<file path="config.mk">
export PLATFORM = sky130hd
export DESIGN_NAME = seq_playback_ctrl
export DESIGN_NICKNAME = d
export VERILOG_FILES = /design/src/rtl/seq_playback_ctrl.sv
export SDC_FILE = /design/constraint.sdc
export NUM_CORES = 1
export LEC_CHECK = 0
export ABC_AREA = 1
export CORE_ASPECT_RATIO = 1.4
export CORE_MARGIN = 2
export CORE_UTILIZATION = 25
export CTS_BUF_LIST = sky130_fd_sc_hd__clkbuf_4 sky130_fd_sc_hd__clkbuf_8 sky130_fd_sc_hd__clkbuf_16
export CTS_CLUSTER_SIZE = 14
export DETAILED_ROUTE_END_ITERATION = 8
export HOLD_SLACK_MARGIN = 0.03
export PLACE_DENSITY = 0.41
export SLEW_MARGIN = 10
export SYNTH_ARGS = -nofsm -noshare
export SYNTH_HDL_FRONTEND = slang
export SYNTH_SLANG_ARGS = --single-unit
</file>
<file path="constraint.sdc">
create_clock -name clk -period 3.4 [get_ports clk]
set_input_delay 0.85 -clock clk [delete_from_list [all_inputs] [get_ports clk]]
set_output_delay 0.85 -clock clk [all_outputs]
set_load 0.01 [all_outputs]
</file>
<file path="src/rtl/seq_playback_ctrl.sv">
// seq_playback_ctrl
//   Plays a programmable byte pattern over a valid/ready stream. The pattern
//   table is rewritable from the config port while idle and resets to the
//   standard pattern AF BC E2 78 FF E2 0B 8D. A start plays entries
//   0..cfg_len for cfg_repeat passes (0 = forever), honouring back-pressure.
//
// Ports
//   clk, reset                    : single clock, async active-high reset
//   cfg_we/cfg_addr/cfg_wdata     : table write port (honoured only in IDLE)
//   cfg_len, cfg_repeat           : last index of a pass, pass count (0 = forever)
//   start, stop                   : level controls, sampled every cycle
//   out_valid/out_ready/out_data  : output stream
//   busy                          : high while playing
//   done                          : one-cycle pulse on natural completion
//   pass_cnt                      : passes completed since the last start
module seq_playback_ctrl #(
  parameter int DATA_W = 8,
  parameter int ADDR_W = 3,
  parameter int REP_W  = 8
) (
  input  logic              clk,
  input  logic              reset,
  input  logic              cfg_we,
  input  logic [ADDR_W-1:0] cfg_addr,
  input  logic [DATA_W-1:0] cfg_wdata,
  input  logic [ADDR_W-1:0] cfg_len,
  input  logic [REP_W-1:0]  cfg_repeat,
  input  logic              start,
  input  logic              stop,
  output logic              out_valid,
  input  logic              out_ready,
  output logic [DATA_W-1:0] out_data,
  output logic              busy,
  output logic              done,
  output logic [REP_W-1:0]  pass_cnt
);

  localparam int DEPTH = 2 ** ADDR_W;

  typedef enum logic [1:0] {IDLE, RUN, DONE} state_e;

  function automatic logic [DATA_W-1:0] default_entry(input int i);
    logic [7:0] b;
    case (i % 8)
      0:       b = 8'hAF;
      1:       b = 8'hBC;
      2:       b = 8'hE2;
      3:       b = 8'h78;
      4:       b = 8'hFF;
      5:       b = 8'hE2;
      6:       b = 8'h0B;
      default: b = 8'h8D;
    endcase
    return DATA_W'(b);
  endfunction

  state_e              state_q, state_d;
  logic [ADDR_W-1:0]   idx_q, idx_d;
  logic [ADDR_W-1:0]   len_q, len_d;
  logic [REP_W-1:0]    rep_q, rep_d;
  logic [REP_W-1:0]    pass_cnt_q, pass_cnt_d;
  logic [DATA_W-1:0]   out_data_q, out_data_d;
  logic [DATA_W-1:0]   mem_q [DEPTH];
  logic [DATA_W-1:0]   mem_d [DEPTH];
  logic [ADDR_W-1:0]   idx_inc;

  // The table is small and its reset contents are functional (the default
  // pattern), so it lives in flops rather than a RAM macro.
  // NOTE: the table is reset explicitly; a RAM without reset would come up
  // with arbitrary contents instead of the default pattern.
  always_ff @(posedge clk or posedge reset) begin
    if (reset) begin
      state_q    <= IDLE;
      idx_q      <= '0;
      len_q      <= '0;
      rep_q      <= '0;
      pass_cnt_q <= '0;
      out_data_q <= '0;
      for (int i = 0; i < DEPTH; i++) mem_q[i] <= default_entry(i);
    end else begin
      // NOTE: sequential state uses non-blocking assignments so every flop
      // samples pre-edge values regardless of statement order.
      state_q    <= state_d;
      idx_q      <= idx_d;
      len_q      <= len_d;
      rep_q      <= rep_d;
      pass_cnt_q <= pass_cnt_d;
      out_data_q <= out_data_d;
      mem_q      <= mem_d;
    end
  end

  always_comb begin
    // NOTE: every signal gets a default first so no path leaves it
    // unassigned, which would otherwise infer a latch.
    state_d    = state_q;
    idx_d      = idx_q;
    len_d      = len_q;
    rep_d      = rep_q;
    pass_cnt_d = pass_cnt_q;
    out_data_d = out_data_q;
    mem_d      = mem_q;
    idx_inc    = idx_q + ADDR_W'(1);

    case (state_q)
      IDLE: begin
        // Writes land before a same-cycle start reads entry 0, so the first
        // output already reflects the new value.
        if (cfg_we) mem_d[cfg_addr] = cfg_wdata;
        if (start && !stop) begin
          len_d      = cfg_len;
          rep_d      = cfg_repeat;
          idx_d      = '0;
          pass_cnt_d = '0;
          out_data_d = mem_d[0];
          state_d    = RUN;
        end
      end

      RUN: begin
        // out_valid is high throughout RUN, so out_ready alone marks a transfer.
        if (out_ready) begin
          if (idx_q != len_q) begin
            idx_d      = idx_inc;
            out_data_d = mem_q[idx_inc];
          end else begin
            if (pass_cnt_q != '1) pass_cnt_d = pass_cnt_q + REP_W'(1);
            if (rep_q == REP_W'(1)) begin
              state_d = DONE;
            end else begin
              idx_d      = '0;
              out_data_d = mem_q[0];
              if (rep_q != '0) rep_d = rep_q - REP_W'(1);
            end
          end
        end
        // Stop wins over natural completion (no done pulse) and leaves the
        // last presented value on out_data; index and pass count still
        // reflect a same-cycle transfer.
        if (stop) begin
          state_d    = IDLE;
          out_data_d = out_data_q;
        end
      end

      DONE: state_d = IDLE;

      default: state_d = IDLE;
    endcase
  end

  assign out_valid = (state_q == RUN);
  assign busy      = (state_q == RUN);
  assign done      = (state_q == DONE);
  assign out_data  = out_data_q;
  assign pass_cnt  = pass_cnt_q;

endmodule

</file>
==> key figures <==
Finish
  – P&R area growth vs syn: 18.6%
  – Most frequent cells in the layout: 203 x nand2_1, 97 x o21ai_0, 67 x nor2_1
  – Design area: 6180 sq um
  – Final #Nets: 748
  – Share of layout cells above drive strength 1: 0.129
  – Diode count: 0
  – Most common cell after layout, fill and taps aside: nand2_1

GRT
  – All-Layer GR Usage: 0.139
  – Vias in the first global route: 4,566
  – Initial antenna violation count: 0
  – Overflow after GRT: 0
  – Pin count of the biggest net entering global routing: 56
  – First-pass GRT wire length: 24,400 microns

STA
  – Unrepaired setup endpoints after global routing: false
  – FMAX: 394 MHz
  – Count of final hold-check violations: 0
  – Measured slew at the worst slew-check pin: 910 ps
  – Final TNS setup: 0 ps
  – Hold slack: 482 ps
  – Max-slew headroom: 0.392
  – Final min period: 2540 ps
  – Setup-failing EPs final: 0
  – Crit share post-route: 0.747
  – Fin. max-slew vios: 0
  – Clk_skew: 5.54 ps

Clock tree
  – H-tree levels: 3
  – Post-cts gate resize count: 0
  – Clk pin slew, worst setup/hold paths: 70 ps
  – Skew-Pair Late Insertion Delay: 350 ps
  – Hold Buf Count CTS: 0
  – CTS tree: yes
  – CTS Buf Count: 9
  – CTS Buffer Depth: 2
  – Post-CTS Repair Setup Buffers: 0
  – Root Driver: clkbuf_16
  – Num Clock Sinks: 96

Setup path
  – CP Buf/Inv Count: 3
  – Nature of the critical path startpoint: flip-flop
  – Crit-path leading delay family: buffers and inverters
  – Worst path cell trace: inv_1 > nand2_2 > inv_2 > clkdlybuf4s50_1
  – Worst EP required: 2550 ps
  – CP peak stage delay: 580 ps
  – CP max-delay cell: clkdlybuf4s50_1
  – Critical Path Fanout Max: 11
  – CP Capture Type: primary output
  – CP arrival: 1690 ps
  – Critical path class: reg -> out

Routing
  – WL per Instance: 14.7 microns
  – DR vias/cell: 4.55
  – ANT nets after route: 0
  – Drt pass-1 iters: 4
  – Iteration-0 DRC Markers: 219
  – Post-Route WL: 14,400 microns
  – Number of remaining DRC errors: 0
  – DR vias: 4,441

Power
  – Maximum vdd ir drop: 0.207 mV
  – Net Sw Frac: 0.361
  – Seq pwr share: 0.424
  – Power share of the clock group: 0.252
  – Pwr dens: 646 nW/um^2
  – Combinational power share: 0.324
  – Leak pwr: 2.79 nW
  – Int Pwr: 2.55 mW
  – Switching pwr: 1.44 mW
  – Total power: 3.99 mW

Synthesis
  – Sequential share of the synthesized area: 0.470
  – Yosys Warn Count: 0
  – Cells after synthesis: 677
  – Unique masters post-synth: 35
  – Synth Cell Area: 5210 sq um
  – Synth Area per Inst: 7.70 sq um
  – Syn_nets: 710
  – Asr flop ratio synth: 1.00
  – Most used DFF post-synth: dfrtp_1
  – Synthesis-stage register bit count: 96
  – Number of synthesized flops with an enable pin: 0

Die
  – Initial core utilization: 0.254
  – Core area: 20,500 sq um
  – Die ar.: 22,000 sq um
  – Site Rows: 62
  – I/O pin count: 47
  – Die Height: 175 microns
  – Die Wd: 126 microns

Flow run
  – Maxcap violations: 0

Place
  – Post-DP HPWL: 10,300 microns
  – GP Congestion: 0.752
  – Placed inst area: 5890 sq um
  – Port bufs: 46

Run status
  – Status: completed

Min path
  – Worst min-delay path class: reg -> reg
-- per-layer routing --
metal | track usage | vias up | share of wire
li1 | - | 2264 | -
met1 | 0.169 | 2093 | 0.45
met2 | 0.246 | 68 | 0.50
met3 | 0.0202 | 16 | 0.028
met4 | 0.0527 | 0 | 0.021
met5 | 0 | - | 0
-- kinds of logic (layout without fill, tap and decap cells) --
| logic type | count (synthesis) | in the layout | synth area share |
|---|---|---|---|
| flops | 96 | 96 | 0.470 |
| simple gates | 364 | 364 | 0.307 |
| compound gates | 120 | 120 | 0.125 |
| fa+ha+maj | 5 | 5 | 0.0120 |
| buf+inv | 85 | 128 | 0.0749 |
| xor+xnor | 7 | 7 | 0.0118 |
-- cell usage after synthesis (5+ instances only) --
cell type  number  share of area
o21ai_1         5         0.0048
o21ai_0        97          0.093
nand4_1         9          0.011
dfstp_2        38           0.19
ha_1            5          0.012
nand2_2        10          0.012
nand2_1       203           0.15
inv_1          55          0.040
dfrtp_1        58           0.28
buf_6           6          0.013
buf_2          10         0.0096
o211ai_1        8          0.012
clkbuf_1        6         0.0043
nor2_1         67          0.048
nand3_1        57          0.055
-- final timing paths --
kind / startpoint / depth (start not counted) / slack, ps / to
min in group asynchronous: reset / 2 / 880 / pass_cnt[3]
max in group asynchronous: reset / 3 / 1760 / asynchronous set/reset pin
worst max-delay path: state_q[1] / 4 / 860 / busy
worst min register to register: out_data[5] / 2 / 480 / out_data[5]
worst max register to register: idx_q[1] / 9 / 1130 / out_data[0]
worst min-delay path: out_data[5] / 2 / 480 / out_data[5]
-- cell type report --
type | instances | area [sq um]
inverter | 60 | 230
tap | 256 | 320
sequential | 96 | 2450
clock buffer | 11 | 253
multi-input combinational | 496 | 2370
timing repair buffer | 52 | 518
clock inverter | 5 | 38.8
fill | 2233 | 14300
-- through the flow --
step	instances	worst slack, ps	utilization
final	976	860	0.302
after global routing	976	781	0.302
after CTS	976	837	0.302
after detailed placement	960	674	0.288
after global placement	960	650	0.288
after floorplan	677	108	-
-- worst reg2reg max path: stages, from the launching register on --
cell and delay, ps:
dfrtp_1 440, ha_1 310, inv_1 670, nor2_1 110
o21ai_0 110, nand3_1 130, nand3_1 150, nand2_1 120
nand2_1 90, nand2_1 50
-- power groups by stage --
stage                     clock, mW  combinational, mW  sequential, mW
after floorplan                   0              0.902            1.69
after global placement            0               1.30            1.71
after detailed placement          0               1.31            1.71
after CTS                      1.05               1.31            1.70
after global routing           1.09               1.50            1.74
final                          1.01               1.29            1.69
(Power assumes the default switching activity.)
